==> src/rtl/cam_capture_ctrl.sv <==
// OV7670 capture sequencer: frames the byte stream with VSYNC/HREF, packs RGB444 pixels
// and drives the frame-buffer write port. Optional macro CAPTURE_FRAME_SKIP_EN writes every other frame.
module cam_capture_ctrl #(
   parameter int H_ACTIVE = 640,
   parameter int V_ACTIVE = 480,
   parameter int ADDR_W   = 19
) (
   input  logic              clk,
   input  logic              rst_n,
   input  logic              cam_vsync,
   input  logic              cam_href,
   input  logic [7:0]        cam_data,
   input  logic              capture_en,
   output logic              bram_en,
   output logic              wr_en,
   output logic [ADDR_W-1:0] wr_addr,
   output logic [11:0]       wr_data,
   output logic              frame_done,
   output logic              frame_err,
   output logic              busy
);

   localparam int CNT_W = ADDR_W + 1;
   localparam logic [CNT_W-1:0]  TOTAL     = CNT_W'(H_ACTIVE * V_ACTIVE);
   localparam logic [ADDR_W-1:0] LAST_ADDR = ADDR_W'(H_ACTIVE * V_ACTIVE - 1);

   typedef enum logic [1:0] {S_IDLE, S_VSYNC, S_ACTIVE} state_t;

   state_t            state_q, state_d;
   logic              vsync_q, vsync_d;
   logic              phase_q, phase_d;
   logic [3:0]        red_q, red_d;
   logic [CNT_W-1:0]  cnt_q, cnt_d;
   logic [ADDR_W-1:0] wr_addr_q, wr_addr_d;
   logic [11:0]       wr_data_q, wr_data_d;
   logic              wr_en_q, wr_en_d;
   logic              bram_en_q, bram_en_d;
   logic              done_q, done_d;
   logic              err_q, err_d;
   logic              busy_q, busy_d;
   logic              skip_q, skip_d;
   logic              vs_rise, vs_fall;

`ifdef CAPTURE_FRAME_SKIP_EN
   logic              toggle_q, toggle_d;
`endif

   assign vs_rise = cam_vsync & ~vsync_q;
   assign vs_fall = ~cam_vsync & vsync_q;

   always_comb begin
      state_d   = state_q;
      vsync_d   = cam_vsync;
      phase_d   = phase_q;
      red_d     = red_q;
      cnt_d     = cnt_q;
      wr_addr_d = wr_addr_q;
      wr_data_d = wr_data_q;
      wr_en_d   = 1'b0;
      done_d    = 1'b0;
      err_d     = err_q;
      skip_d    = skip_q;
`ifdef CAPTURE_FRAME_SKIP_EN
      toggle_d  = toggle_q;
`endif

      // Address advances after each strobe but parks on the last pixel.
      if (wr_en_q && (wr_addr_q != LAST_ADDR))
         wr_addr_d = wr_addr_q + 1'b1;

      case (state_q)
         S_IDLE: begin
            phase_d = 1'b0;
            if (vs_rise && capture_en)
               state_d = S_VSYNC;
         end
         S_VSYNC: begin
            if (vs_fall) begin
               wr_addr_d = '0;
               cnt_d     = '0;
               err_d     = 1'b0;
               phase_d   = 1'b0;
               state_d   = S_ACTIVE;
`ifdef CAPTURE_FRAME_SKIP_EN
               skip_d    = toggle_q;
               toggle_d  = ~toggle_q;
`else
               skip_d    = 1'b0;
`endif
            end
         end
         S_ACTIVE: begin
            if (cam_href) begin
               phase_d = ~phase_q;
               if (!phase_q) begin
                  red_d = cam_data[3:0];
               end else if (cnt_q == TOTAL) begin
                  err_d = 1'b1;
               end else begin
                  cnt_d     = cnt_q + 1'b1;
                  wr_en_d   = ~skip_q;
                  wr_data_d = {red_q, cam_data};
               end
            end else begin
               // A dangling first byte at line end means a short line.
               if (phase_q)
                  err_d = 1'b1;
               phase_d = 1'b0;
            end
            if (vs_rise) begin
               done_d  = ~skip_q;
               phase_d = 1'b0;
               if (cnt_d != TOTAL)
                  err_d = 1'b1;
               state_d = capture_en ? S_VSYNC : S_IDLE;
            end
         end
         default: state_d = S_IDLE;
      endcase

      busy_d    = (state_d == S_ACTIVE);
      bram_en_d = (busy_d && !skip_d) || wr_en_d;
   end

   always_ff @(posedge clk or negedge rst_n) begin
      if (!rst_n) begin
         state_q   <= S_IDLE;
         vsync_q   <= 1'b0;
         phase_q   <= 1'b0;
         red_q     <= '0;
         cnt_q     <= '0;
         wr_addr_q <= '0;
         wr_data_q <= '0;
         wr_en_q   <= 1'b0;
         bram_en_q <= 1'b0;
         done_q    <= 1'b0;
         err_q     <= 1'b0;
         busy_q    <= 1'b0;
         skip_q    <= 1'b0;
`ifdef CAPTURE_FRAME_SKIP_EN
         toggle_q  <= 1'b0;
`endif
      end else begin
         state_q   <= state_d;
         vsync_q   <= vsync_d;
         phase_q   <= phase_d;
         red_q     <= red_d;
         cnt_q     <= cnt_d;
         wr_addr_q <= wr_addr_d;
         wr_data_q <= wr_data_d;
         wr_en_q   <= wr_en_d;
         bram_en_q <= bram_en_d;
         done_q    <= done_d;
         err_q     <= err_d;
         busy_q    <= busy_d;
         skip_q    <= skip_d;
`ifdef CAPTURE_FRAME_SKIP_EN
         toggle_q  <= toggle_d;
`endif
      end
   end

   assign bram_en    = bram_en_q;
   assign wr_en      = wr_en_q;
   assign wr_addr    = wr_addr_q;
   assign wr_data    = wr_data_q;
   assign frame_done = done_q;
   assign frame_err  = err_q;
   assign busy       = busy_q;

endmodule

==> config.mk <==
export PLATFORM = sky130hd
export DESIGN_NAME = cam_capture_ctrl
export DESIGN_NICKNAME = d
export VERILOG_FILES = /design/src/rtl/cam_capture_ctrl.sv
export SDC_FILE = /design/constraint.sdc
export NUM_CORES = 1
export LEC_CHECK = 0
export CORE_MARGIN = 2
export CORE_UTILIZATION = 50
export CTS_CLUSTER_SIZE = 28
export DETAILED_ROUTE_END_ITERATION = 6
export PLACE_DENSITY = 0.83
export SLEW_MARGIN = 20
export SYNTH_ARGS = -nofsm -noshare
export SYNTH_HDL_FRONTEND = slang
export SYNTH_SLANG_ARGS = --single-unit
export TNS_END_PERCENT = 20
==> constraint.sdc <==
create_clock -name clk -period 4.2 [get_ports clk]
set_input_delay 0.63 -clock clk [delete_from_list [all_inputs] [get_ports clk]]
set_output_delay 0.63 -clock clk [all_outputs]
set_load 0.02 [all_outputs]
Word-level counts from Yosys, hierarchy flattened
Index checks and enable logic that the tools add are counted.

word-level totals
  input port bits = 13
  register bits after elaboration = 65
  output and inout port bits = 36

operators by class
  bitwise gates (word level) = 7
  equal/unequal tests = 7
  mux-type cells = 33
  reductions and logical operators = 12
  $add $sub $neg = 2

operators with widths
  kind                                             number
  two-way mux 20 bit                               5
  two-way mux 19 bit                               3
  one-hot mux 20 bit (2 select lines)              1
  adder 20 x 1 -> 20 bit, second input constant    1
  == test 20 x 19 -> 1 bit, second input constant  1
  != test 20 x 19 -> 1 bit, second input constant  1
  adder 19 x 1 -> 19 bit, second input constant    1
  != test 19 bit, second input constant            1
  two-way mux 1 bit                                18
  two-way mux 2 bit                                3
  one-hot mux 2 bit (3 select lines)               1
  NOT 1 bit                                        5
  == test 2 bit, second input constant             2
  AND reduction 2 bit                              2
  AND reduction 4 bit                              1
  logical AND 1 bit                                3
  one-hot mux 1 bit (3 select lines)               1
  AND reduction 3 bit                              1
  nonzero test 3 bit                               1
  AND 1 bit                                        2
  == test 2 x 1 -> 1 bit, second input constant    1
  zero test 2 bit                                  1
  != test 2 bit, second input constant             1
  one-hot mux 1 bit (2 select lines)               1
  other kinds (3)                                  3

Longest topological paths before layout
  depth after elaboration = 9
  depth in mapped cells = 9

Least setup slack after synthesis
No wires, ideal clock.

  path type = flip-flop to flip-flop
  from = register cnt_q[0]
  to = register wr_data_q[10], in the netlist wr_data[10]
  library setup time = 0.125 ns
  data arrival time = 1.981 ns
  path buffers = 1
  stages on the path, launching flop included = 9
  slack = 2.095 ns
  data required time = 4.075 ns
  cells stage by stage = dfrtp_1 -> inv_1 -> ha_1 -> or4b_4 -> nor3_4 -> a21oi_2 -> nand2_1 -> buf_4 -> mux2_2

between the ends
  cells in the longest elaborated chain, start to end = 3

RTL lines
  item                                  line  text
  start: declaration                    33    logic [CNT_W-1:0] cnt_q, cnt_d;
  start signal: assignment              148   cnt_q <= cnt_d;
  == test 20 x 19 -> 1 bit              97    end else if (cnt_q == TOTAL) begin
  NOT 1 bit (no source line)            --
  AND reduction 4 bit (no source line)  --
  end signal: assignment                150   wr_data_q <= wr_data_d;
  end: declaration                      35    logic [11:0] wr_data_q, wr_data_d;

Every way passes these cells.
A chain may end at the register's enable or synchronous reset.

Final worst setup path
  from = register cnt_q[3]
  to = register err_q, in the netlist frame_err

between the ends
  cells in the longest elaborated chain, start to end = 9
  elaborated cells on any way between the ends = 13

RTL lines
  item                                                                line     text
  adder 20 x 1 -> 20 bit or == test 20 x 19 -> 1 bit (tied branches)  100, 97
  two-way mux 20 bit                                                  97
  two-way mux 20 bit                                                  95       if (!phase_q) begin
  two-way mux 20 bit                                                  93       if (cam_href) begin
  two-way mux 20 bit                                                  71       case (state_q)
  != test 20 x 19 -> 1 bit                                            113      if (cnt_d != TOTAL)
  two-way mux 1 bit                                                   113
  two-way mux 1 bit *                                                 110      if (vs_rise) begin
  one-hot mux 1 bit (2 select lines) *                                71
  end signal: assignment                                              154      err_q <= err_d;
  end: declaration                                                    39       logic err_q, err_d;

Every way passes the cells marked *; elsewhere a longest branch is shown, timed or not. The select of a mux whose other input is x is not followed.

==> impl_metrics.toml <==
[global_routing]
antenna_found_initial = 0
use_met3 = 0.0494
grt_max_degree = 34
grt_overflow_total = 0
top_usage_layer = "met2"
grt_pass1_wl_um = 13700
first_global_vias = 2885
use_met1 = 0.298
grt_util_met2 = 0.375
grt_usage = 0.225

[logic_synthesis]
yosysSeqAreaShare = 0.457
syn_nets = 396
synth-simple-area-share = 0.234
synth_edf_count = 0
syn_inst = 380
synth_top_family_by_area = "simple AND/OR/NAND/NOR gates"
synth_xor_area_frac = 0.0566
synth.distinct_cells = 56
yosys.area.top_type_share = 0.457
synth_compound_area_frac = 0.139
synth.avg_cell_area_um2 = 9.37
synth_mux_area_frac = 0.0562
synthAdderAreaFrac = 0.0105
synthArstFlopShare = 1.00
ys_ff_latch = 65
synth_ff_type = "dfrtp_1"
ys_warn_count = 0
synth_top_area_cell = "dfrtp_1"
netlist_top_cells_area = "dfrtp_1 (46%), mux2_2 (5.1%), o21ai_0 (4.9%)"
syn_area_um2 = 3560

[cts]
post_cts_resized = 0
cts_tree = "built"
hold_buffers = 0
cts_buffers = 9
cts-root-buf = "clkbuf_8"
clk-insertion-delay-late_ns = 0.34
postCtsSetupBuffers = 0
h-tree-depth = 3
clock-sinks = 65
path_clk_slew_ns = 0.08
cts_max_path_buffers = 2

[routing]
routed_wl_um = 8450
drtIter0Drc = 252
vias = 3065
routed_via_density = 5.92
route.detailed.drc = 0
ant_nets = 0
drt-wirelength-per-cell_um = 16.3
first_pass_iters = 5

[placement]
dpl.hpwl_um = 5720
gp_congestion = 0.903
dp_worst_setup_slack_ns = 1.26
dp.cells = 502
numPortBuffers = 48

[timing]
max_freq_mhz = 366
setup_slack_ns = 1.47
final-hold-violation-count = 0
drv_slew = 0
period_share = 0.650
hold_ws_ns = 0.354
final.setup.tns_ns = 0
rsz0062_at_grt = "no"
fin_skew_ns = 0.00832
worstMarginPinSlew_ns = 1.03
finalSetupViolations = 0
min_period_ns = 2.73
maxSlewHeadroom = 0.313

[floorplan]
die_w_um = 88.4
die_y_um = 88.4
start_util = 0.521
num_rows = 30
core_um2 = 6830
ios = 49
design.die.area_um2 = 7810

[layout]
nets = 433
diodes = 0
syn_to_final_growth_pct = 21.3
drive_gt1_frac = 0.111
layoutNonFillerInstCount = 518

[pwr]
p_int_mw = 1.36
power_density_nw_per_um2 = 450
switching_share = 0.301
p_seq_frac = 0.419
power.total_mw = 1.94
p_comb_frac = 0.238
power.leakage_nw = 1.75
clockPowerShare = 0.343
netSwitchingPower_mw = 0.586
vdd_drop_max_mv = 0.291

[critical_path]
start_kind = "register"
crit_required_ns = 4.41
critPathKind = "register to register"
startpoint = "cnt_q[3]$_DFFE_PN0P_"
r2r-end = "frame_err$_DFFE_PN0P_"
cp-end-kind = "register"
reg2reg_from = "cnt_q[3]$_DFFE_PN0P_"
worstPathArrival_ns = 2.94
critPathBufInv = 0
rrSetupSlack_ns = 1.47
ff2ff_path_depth = 6
endpoint = "frame_err$_DFFE_PN0P_"
path_depth = 6
cp_top_family = "simple AND/OR/NAND/NOR gates"
path_cells = "nand4_2 -> nor3_2 -> nor4bb_1 -> o21ai_0 -> a221oi_1 -> a31oi_1"
critPathMaxStageDelay_ns = 0.76
crit_fanout = 13
slowest_stage = "nor3_2"

[worst_hold_path]
hold_class = "input port to async pin"

[job]
cap_viol_max_count = 0

[outcome]
status = "finished clean"
[worst min-delay path by stage]
stage | startpoint | to | slack [ns] | depth (start not counted)
CTS | rst_n | cnt_q[4]$_DFFE_PN0P_ | 0.37 | 1
global route | rst_n | cnt_q[17]$_DFFE_PN0P_ | 0.42 | 1
global placement | skip_q$_DFF_PN0_ | frame_done$_DFF_PN0_ | 0.46 | 1
detailed placement | skip_q$_DFF_PN0_ | frame_done$_DFF_PN0_ | 0.48 | 1
floorplan | rst_n | bram_en$_DFF_PN0_ | 0.33 | 0
finish | rst_n | cnt_q[4]$_DFFE_PN0P_ | 0.35 | 1
[cells in the final DEF (no fill, tap or decap), types with 7 or more instances in the layout]
cell             Yosys  final
a21oi_1             11     11
clkbuf_8             0     10
nand3_1             17     17
inv_1               13     13
mux2_2              16     16
a31oi_1              9      9
o21ai_0             35     35
dfrtp_1             65     65
nand2_1             30     30
clkdlybuf4s50_1      0     47
nor3_1               7      7
nand4_1             12     12
nor2_1              39     39
xnor2_1             17     17
[stage by stage]
step,area [µm²],utilization
after global routing,4320,0.632
final,4320,0.632
after global placement,4070,0.595
after floorplan,3560,-
after CTS,4320,0.632
after detailed placement,4070,0.595
[cell type report]
class / count / area, µm²
fill: 569 / 2510
sequential: 65 / 1630
inverter: 13 / 48.8
multi-input combinational: 277 / 1770
timing repair buffer: 51 / 498
clock inverter: 6 / 115
tap: 96 / 120
clock buffer: 10 / 138
[logic make-up after synthesis]
group / Yosys count
fa+ha+maj: 3
simple gates: 153
mux: 18
xor+xnor: 23
flops: 65
buf+inv: 38
compound gates: 80
[sequential cells by signal (all words and copies together), names as in the netlist, 2 cells and up]
signal and count:
state_q 2, wr_addr 19, cnt_q 20, wr_data 12, red_q 4
[cell usage after synthesis, types with 2 or more instances]
cell	count
or4_1	2
dfrtp_1	65
nor3b_1	2
a31oi_1	9
nor3_2	2
o21ai_0	35
o31a_1	2
and3_1	4
buf_2	3
nand3b_1	2
or2_2	2
and2_1	4
a32o_1	3
nor4_1	6
and4_1	5
o2111ai_1	3
ha_1	3
nand2b_1	2
nand3_1	17
a21oi_1	11
o22ai_1	2
nor4b_1	2
nor3_1	7
nor2b_1	2
and4b_1	2
nor2_1	39
o21bai_1	2
buf_6	2
or3_1	4
mux2i_1	2
mux2_2	16
nand2_1	30
nand4_1	12
inv_1	13
o31ai_1	3
clkbuf_1	19
xor2_1	6
xnor2_1	17
[power by group through the flow]
| stage | Combinational (mW) | Sequential [mW] | Clock, mW |
|---|---|---|---|
| 3_5_place_dp | 0.463 | 0.823 | 0 |
| 3_3_place_gp | 0.449 | 0.817 | 0 |
| 5_1_grt | 0.498 | 0.826 | 0.702 |
| 6_report | 0.463 | 0.814 | 0.666 |
| 2_1_floorplan | 0.183 | 0.883 | 0 |
| 4_1_cts | 0.466 | 0.812 | 0.679 |
[routing by layer]
layer  share of wire  wire, µm
met1            0.43      3650
met2            0.50      4190
met3           0.059       495
met4           0.012       103
met5               0         0
Note: power is estimated with default switching activity, not from simulation.
